## src/rtl/chip8_fetch_pkg.sv

```systemverilog
// Shared constants for the CHIP-8 instruction fetch stage: the CPU address width
// and the fetch FSM state encodings.
package chip8_fetch_pkg;

    localparam int CHIP8_ADDR_W = 12;

    localparam logic [2:0] S_IDLE    = 3'd0;
    localparam logic [2:0] S_RD_HI   = 3'd1;
    localparam logic [2:0] S_WAIT_HI = 3'd2;
    localparam logic [2:0] S_RD_LO   = 3'd3;
    localparam logic [2:0] S_WAIT_LO = 3'd4;
    localparam logic [2:0] S_VALID   = 3'd5;

    function automatic logic is_read_state(input logic [2:0] s);
        return (s == S_RD_HI) || (s == S_RD_LO);
    endfunction

endpackage

```

## src/rtl/chip8_fetch.sv

```systemverilog
// CHIP-8 instruction fetch: two byte reads through a request/grant RAM port,
// big-endian opcode held under a valid/ready handshake.
module chip8_fetch
    import chip8_fetch_pkg::*;
#(
    parameter int ADDR_W = CHIP8_ADDR_W
) (
    input  logic              clk,
    input  logic              reset,
    input  logic              fetch_req,
    input  logic [ADDR_W-1:0] fetch_pc,
    output logic              fetch_ready,
    input  logic              flush,
    output logic              mem_req,
    output logic [ADDR_W-1:0] mem_addr,
    input  logic              mem_gnt,
    input  logic [7:0]        mem_rdata,
    output logic [15:0]       opcode,
    output logic [ADDR_W-1:0] opcode_pc,
    output logic              opcode_valid,
    input  logic              opcode_ready
);

    logic [2:0]        state_r;
    logic [2:0]        state_nx;
    logic [ADDR_W-1:0] pc_r;
    logic [ADDR_W-1:0] pc_lo;
    logic [7:0]        hi_r;
    logic [7:0]        lo_r;

    assign pc_lo = pc_r + ADDR_W'(1);

    always_comb begin
        state_nx = state_r;
        if (flush) begin
            state_nx = S_IDLE;
        end else begin
            case (state_r)
                S_IDLE:    if (fetch_req)    state_nx = S_RD_HI;
                S_RD_HI:   if (mem_gnt)      state_nx = S_WAIT_HI;
                S_WAIT_HI:                   state_nx = S_RD_LO;
                S_RD_LO:   if (mem_gnt)      state_nx = S_WAIT_LO;
                S_WAIT_LO:                   state_nx = S_VALID;
                S_VALID:   if (opcode_ready) state_nx = S_IDLE;
                default:                     state_nx = S_IDLE;
            endcase
        end
    end

    // Captures are suppressed under flush so a read issued before it never lands.
    always_ff @(posedge clk or posedge reset) begin
        if (reset) begin
            state_r <= S_IDLE;
            pc_r    <= '0;
            hi_r    <= '0;
            lo_r    <= '0;
        end else begin
            state_r <= state_nx;
            if (!flush) begin
                if (state_r == S_IDLE && fetch_req) pc_r <= fetch_pc;
                if (state_r == S_WAIT_HI)           hi_r <= mem_rdata;
                if (state_r == S_WAIT_LO)           lo_r <= mem_rdata;
            end
        end
    end

    assign fetch_ready  = (state_r == S_IDLE);
    assign mem_req      = is_read_state(state_r);
    assign mem_addr     = (state_r == S_RD_LO) ? pc_lo : pc_r;
    assign opcode       = {hi_r, lo_r};
    assign opcode_pc    = pc_r;
    assign opcode_valid = (state_r == S_VALID);

endmodule

```

## config.mk

```make
export PLATFORM = sky130hd
export DESIGN_NAME = chip8_fetch
export DESIGN_NICKNAME = d
export VERILOG_FILES = /design/src/rtl/chip8_fetch_pkg.sv /design/src/rtl/chip8_fetch.sv
export SDC_FILE = /design/constraint.sdc
export NUM_CORES = 1
export LEC_CHECK = 0
export ABC_AREA = 1
export CAP_MARGIN = 10
export CORE_MARGIN = 10
export CORE_UTILIZATION = 42
export DETAILED_ROUTE_END_ITERATION = 10
export GPL_TIMING_DRIVEN = 0
export PLACE_DENSITY = 0.79
export SYNTH_ARGS = -nofsm -noshare
export SYNTH_HDL_FRONTEND = slang
export SYNTH_SLANG_ARGS = --single-unit
```

## constraint.sdc

```tcl
create_clock -name clk -period 2 [get_ports clk]
set_clock_uncertainty 0.05 [all_clocks]
set_input_delay 0.4 -clock clk [delete_from_list [all_inputs] [get_ports clk]]
set_output_delay 0.4 -clock clk [all_outputs]
set_load 0.05 [all_outputs]
```

==> results of run 1 <==
area by class of cell:
cell class                      instances  area (sq um)
Timing Repair Buffer                   80           781
Clock inverter                          2          12.5
Buffer                                  5          31.3
Sequential cell                        31           785
Multi-Input combinational cell        135           757
Clock buffer                            6          72.6
Fill cell                             288          1060
Inverter                               34           130
Tap cell                               48          60.1
sequential cells by signal (all words and copies together) (netlist names):
| name | cells |
|---|---|
| hi_r | 8 |
| opcode_pc | 12 |
| state_r | 3 |
| lo_r | 8 |
cell usage after synthesis:
cell and count:
a21oi_1 10, buf_2 4, buf_6 1, dfrtp_1 31, ha_1 1, inv_1 33, inv_4 1, nand2_1 48
nand2_2 1, nand2_4 1, nand3_1 15, nand3_4 1, nand4_1 4, nor2_1 20, nor2_4 2, nor2_8 2
nor3_1 2, o21ai_0 21, o21ai_1 1, xor2_1 6
power breakdown:
group          internal, mW  switching [mW]  total (mW)
clock                 0.243           0.230       0.473
sequential            0.821           0.158       0.979
combinational         0.658            1.41        2.06
how the worst max path moves through the flow:
stage	endpoint	slack [ps]	depth (start not counted)
after floorplan	mem_addr[6]	-20	4
after global placement	mem_addr[5]	-520	7
after detailed placement	mem_addr[5]	-520	7
after CTS	mem_addr[5]	-100	7
after global routing	mem_addr[3]	-170	7
final	mem_addr[3]	-130	7
cell usage in the layout (no fill, tap or decap), drive strengths merged:
cell type and n:
inv 34, buf 29, dlygate4sd2 1, clkbuf 9
o21ai 22, clkinv 1, nand4 4, nor2 24
xor2 6, dfrtp 31, nand2 50, ha 1
clkdlybuf4s50 49, nand3 16, clkinvlp 1, nor3 2
a21oi 10, dlymetal6s2s 3
worst max-delay path, cell delays in order, from the launching register on:
cell     delay (ps)
dfrtp_1         370
buf_6           140
nor2_8          170
inv_4            70
nor2_8          170
buf_6           130
xor2_2          170
buf_6           180
stage by stage:
step	hold slack [ps]	setup slack [ps]	setup TNS (ps)	instances
3_5_place_dp	425	-518	-4720	322
6_report	427	-126	-225	341
5_1_grt	461	-171	-616	341
2_1_floorplan	453	-15.4	-15.4	205
4_1_cts	439	-105	-168	335
3_3_place_gp	416	-516	-4660	321
repair_timing:
| action | in CTS | in global routing |
|---|---|---|
| buffers inserted | 5 | 6 |
| pin swaps | 3 | 6 |
| gates resized for setup | 85 | 18 |
| endpoints found under the setup margin | 16 | 17 |
| endpoints found under the hold margin | 0 | 0 |
routing by layer:
layer	up-vias	routed length, um
met2	60	2440
met1	776	1840
li1	814	-
met4	0	79
met3	6	591
met5	-	0
cell families after synthesis:
group           after synthesis
flops                        31
xor+xnor                      6
compound gates               32
simple gates                 96
fa+ha+maj                     1
buf+inv                      39
==> results.md, run 1 <==
* Status: finished with violations
* Failing checks: setup timing
* RSZ-0062 raised after global routing: yes
* Overall power at 3.52 mW
* Final #Nets at 319
* Reg clk slew, reported paths at 70 ps
* Hold buffer count at cts at 0
* Share of the synthesized area in the top cell type at 0.477
* Crit path capture type: output port
* Complex-gate fraction of the synthesized area at 0.0985
* DIE AREA at 0.00676 sq mm
* Gr usage total at 0.145
* R2r startpoint: state_r[2]$_DFFE_PP0P_
* Crit share post-route at 1.06
* Area post-placement at 0.00245 sq mm
* Arrival time worst endpoint at 1680 ps
* Slew Viols, Final at 0
* CP required at 1550 ps
* Gpl congestion at 0.811
* Cell taking the most area after synthesis: dfrtp_1
* Met1 Use GR at 0.157
* Routed WL at 4.94 mm
* CTS tree: done
* Yosys cell types at 20
* Max Cap Viol at 0
* H-tree levels at 2
* Simple-gate share of the synthesized area at 0.285
* HP Class: in2async
* Worst-Skew Late Latency at 270 ps
* DR vias/cell at 4.86
* Setup CP Type: reg2out
* Largest vdd supply drop at 1.03 mV
* Synth Warn # at 0
* Final setup vio count at 5
* Crit-path max FO at 8
* Antenna-violating nets left at 0
* Grt peak-use layer: met2
* Crit start category: flip-flop
* Global-route wire length before repair at 7.68 mm
* Synth Area in XOR/XNOR at 0.0323
* DRC viols at 0
* Slew HR at 0.623
* Mux cell area share after synthesis at 0
* Syn_nets at 232
* Layout cells sized above 1 at 0.218
* Congestion Overflow GR at 0
* Cell count after synthesis at 205
* Routed vias at 1656
* First-pass DRT Iterations at 4
* Syn-to-layout area delta at 61.7%
* Root Driver: clkbuf_8
* I/O Buffers at 68
* Synth Area in Adders at 0.00770
* Critical Path Start: state_r[2]$_DFFE_PP0P_
* Final Hold Vio Count at 0
* Pwr dens at 1340 mW/mm^2
* Max clock buf depth at 2
* Seq/Total Area, Yosys at 0.477
* Largest family of logic cells by synthesized area: simple AND/OR/NAND/NOR gates
* CTS buffer count at 5
* Vias in the first global route at 1612
* Synth Cell Area at 0.00163 sq mm
* Max Clk Rate at 470 MHz
* GRT met2 Usage at 0.240
* Tmin final at 2130 ps
* Largest cells by area after synthesis: dfrtp_1, nand2_1, inv_1
* Fin util at 0.713
* ANT cells at 0
* R2r endpoint: hi_r[0]$_DFFE_PP0P_
* Initial antenna violation count at 0
* Die W at 82.2 um
* Total clock sinks at 31
* Die H at 82.2 um
* Setup slack after layout at -126 ps
* Syn Area/Cell at 7.93 sq um
* Tightest Pin Transition at 565 ps
* Flops & latches, synth at 31
* Cell area after layout at 0.00263 sq mm
* Largest net degree at the start of global routing at 20
* Initial Utilization at 0.441
* Ports at 69
* DRT iter0 DRCs at 90
* Rows at 22
* Core ar. at 0.00369 sq mm
* R2R setup slack at 400 ps
* Routed length per instance at 14.5 um
* M3 GR Usage at 0.0799
* Post-DP HPWL at 3.76 mm
* Worst Reg-to-Reg Cells at 7
* Leak pwr at 1.34 nW
Power figures use the tool's default switching activity.
==> inputs of run 2 (changes only) <==
--- a/config.mk
+++ b/config.mk
@@ -6,12 +6,12 @@
 export NUM_CORES = 1
 export LEC_CHECK = 0
 export ABC_AREA = 1
-export CAP_MARGIN = 10
+export CAP_MARGIN = 25
 export CORE_MARGIN = 10
-export CORE_UTILIZATION = 42
+export CORE_UTILIZATION = 45
 export DETAILED_ROUTE_END_ITERATION = 10
 export GPL_TIMING_DRIVEN = 0
-export PLACE_DENSITY = 0.79
+export PLACE_DENSITY = 0.84
 export SYNTH_ARGS = -nofsm -noshare
 export SYNTH_HDL_FRONTEND = slang
 export SYNTH_SLANG_ARGS = --single-unit
==> constraint.sdc (replaced) <==
create_clock -name clk -period 2.5 [get_ports clk]
set_clock_uncertainty 0.05 [all_clocks]
set_input_delay 0.5 -clock clk [delete_from_list [all_inputs] [get_ports clk]]
set_output_delay 0.5 -clock clk [all_outputs]
set_load 0.05 [all_outputs]
==> run 2 against run 1 <==
Compared with the run above:
- the run now ends clean
- flip-flop and latch count unchanged
- register-to-register slack improved by 580 ps
- via count decreased by 4.6%
- utilization increased by 0.67 points
- die area decreased by 5.1%
- count of clock-buffer cells in the layout unchanged
- sequential share of layout area increased by 1.8 points
- clock power decreased by 40%
- critical path depth unchanged
- worst hold slack got worse by 4.6 ps
- highest routed layer unchanged
- non-clock buffer count decreased by 11
==> results.md, run 2 (synthesis results as in run 1) <==
* Syn-to-layout area delta at 51.2%
* Initial Utilization at 0.476 (+0.0352)
* Gr usage total at 0.147 (+0.00259)
* Setup tns final at 0 ps (+225 ps)
* Global-route wire length before repair at 7.49 mm (-2.5%)
* Final #Nets at 308 (-3.4%)
* Antenna-violating nets left at 0 (unchanged)
* Post-DP HPWL at 3.78 mm (+0.57%)
* Initial antenna violation count at 0 (unchanged)
* Pre-CTS setup slack at -41.4 ps (+476 ps)
* Reg clk slew, reported paths at 100 ps (+30 ps)
* Most frequent cells in the layout: clkdlybuf4s50_1, nand2_1, inv_1
* Max FFs per register at 12 (unchanged)
* Tightest Pin Transition at 543 ps (-21.9 ps)
* Cell area after layout at 0.00246 sq mm (-6.5%)
* Status: completed
* Vias in the first global route at 1522 (-5.6%)
* Rows at 21 (-4.5%)
* Routed length per instance at 14.1 um (-2.8%)
* Overall power at 2.63 mW (-25%)
* R2r endpoint: hi_r[7]$_DFFE_PP0P_
* R2r startpoint: state_r[2]$_DFFE_PP0P_
* Area post-placement at 0.00241 sq mm (-1.9%)
* Hold Slack at 422 ps (-4.64 ps)
* Largest net degree at the start of global routing at 23 (+15%)
* First-pass DRT Iterations at 4 (unchanged)
* Worst Reg-to-Reg Cells at 6 (-1)
* Pwr dens at 1070 mW/mm^2 (-20%)
* Layout Cells excl Fill at 328 (-3.8%)
* CP required at 1950 ps (+400 ps)
* DRC viols at 0 (unchanged)
* Crit start category: flip-flop
* Fin util at 0.719 (+0.00673)
* Root Driver: clkbuf_4
* Setup CP Type: reg2out
* Ports at 69 (unchanged)
* Crit path capture type: output port
* Max clock buf depth at 2 (unchanged)
* Max Clk Rate at 418 MHz
* Max Cap Viol at 0 (unchanged)
* Arrival time worst endpoint at 1840 ps (+160 ps)
* DIE AREA at 0.00642 sq mm (-5.1%)
* R2R setup slack at 980 ps (+580 ps)
* Die H at 80.1 um (-2.6%)
* Crit share post-route at 0.958
* Final setup vio count at 0 (-5)
* Most common cell after layout, fill and taps aside: clkdlybuf4s50_1
* Core ar. at 0.00342 sq mm (-7.4%)
* Slew Viols, Final at 0 (unchanged)
* H-tree levels at 2 (unchanged)
* Die W at 80.1 um (-2.6%)
* Tmin final at 2390 ps
* I/O Buffers at 68 (unchanged)
* Layout cells sized above 1 at 0.128 (-0.0908)
* Gpl congestion at 0.879 (+8.4%)
* DR vias/cell at 4.82 (-0.81%)
* Routed vias at 1580 (-4.6%)
* Congestion Overflow GR at 0 (unchanged)
* RSZ-0062 raised after global routing: yes
* Routed WL at 4.62 mm (-6.5%)
* Leak pwr at 1.25 nW (-6.7%)
* Final Hold Vio Count at 0 (unchanged)
* CTS tree: done
* Worst-Skew Late Latency at 330 ps (+60 ps)
* Total clock sinks at 31 (unchanged)
* Largest vdd supply drop at 0.645 mV (-37%)
* Slew HR at 0.637 (+0.0139)
* Setup bufs post-CTS at 0 (-5)
* Crit-path max FO at 8 (unchanged)
* Cell count after placement at 320 (-0.62%)
* HP Class: in2async
* DRT iter0 DRCs at 112 (+24%)
* CTS buffer count at 5 (unchanged)
* Setup slack after layout at 105 ps (+231 ps)
* ANT cells at 0 (unchanged)
run 2: cell count changes in the layout (fill, tap and decap cells not counted), moves of 3 or more:
cell	delta
buf_4	-11
buf_6	-9
clkbuf_8	-5
clkdlybuf4s15_2	+5
dfrtp_1	+5
dfrtp_2	-5
clkbuf_4	+4
clkdlybuf4s50_1	+4
buf_2	-3
xor2_1	+3
run 2: per-layer routing:
metal	share of wire	wire (um)	track usage
met4	0.025	114	0.0511
met1	0.42	1930	0.180
met5	0	0	0
met3	0.083	384	0.0690
met2	0.48	2200	0.222
run 2: report_power, final:
| group | switching [mW] | internal (mW) |
|---|---|---|
| logic | 1.09 | 0.474 |
| clock network | 0.177 | 0.108 |
| registers | 0.128 | 0.651 |
| total | 1.40 | 1.23 |
run 2: how the worst max path moves through the flow:
stage	start	to	slack [ps]	cells after the start
2_1_floorplan	opcode_pc[0]$_DFFE_PP0P_	mem_addr[3]	20	3
6_report	state_r[1]$_DFFE_PP0P_	mem_addr[5]	110	7
3_3_place_gp	state_r[1]$_DFFE_PP0P_	mem_addr[5]	-30	7
5_1_grt	opcode_pc[0]$_DFFE_PP0P_	mem_addr[8]	-10	6
4_1_cts	opcode_pc[0]$_DFFE_PP0P_	mem_addr[10]	0.6	7
3_5_place_dp	state_r[1]$_DFFE_PP0P_	mem_addr[5]	-40	7
run 2: layout make-up:
| class | count | area (sq um) |
|---|---|---|
| inverter | 34 | 130 |
| tap | 46 | 57.6 |
| multi-input combinational | 135 | 706 |
| clock buffer | 6 | 41.3 |
| timing repair buffer | 69 | 701 |
| fill | 280 | 958 |
| buffer | 5 | 31.3 |
| sequential | 31 | 778 |
| clock inverter | 2 | 12.5 |
run 2: worst max-delay path, stage by stage (launching register included):
cell and delay, ps:
dfrtp_2 450, nand2_4 90, nor2_8 170, inv_4 70, nor2_8 140, nand2_2 90, xor2_2 120, clkdlybuf4s18_2 380
run 2: timing repair:
| action | in CTS | in global routing |
|---|---|---|
| endpoints found under the setup margin | 13 | 12 |
| hold buffers | 0 | 0 |
| gates resized for setup | 27 | 13 |
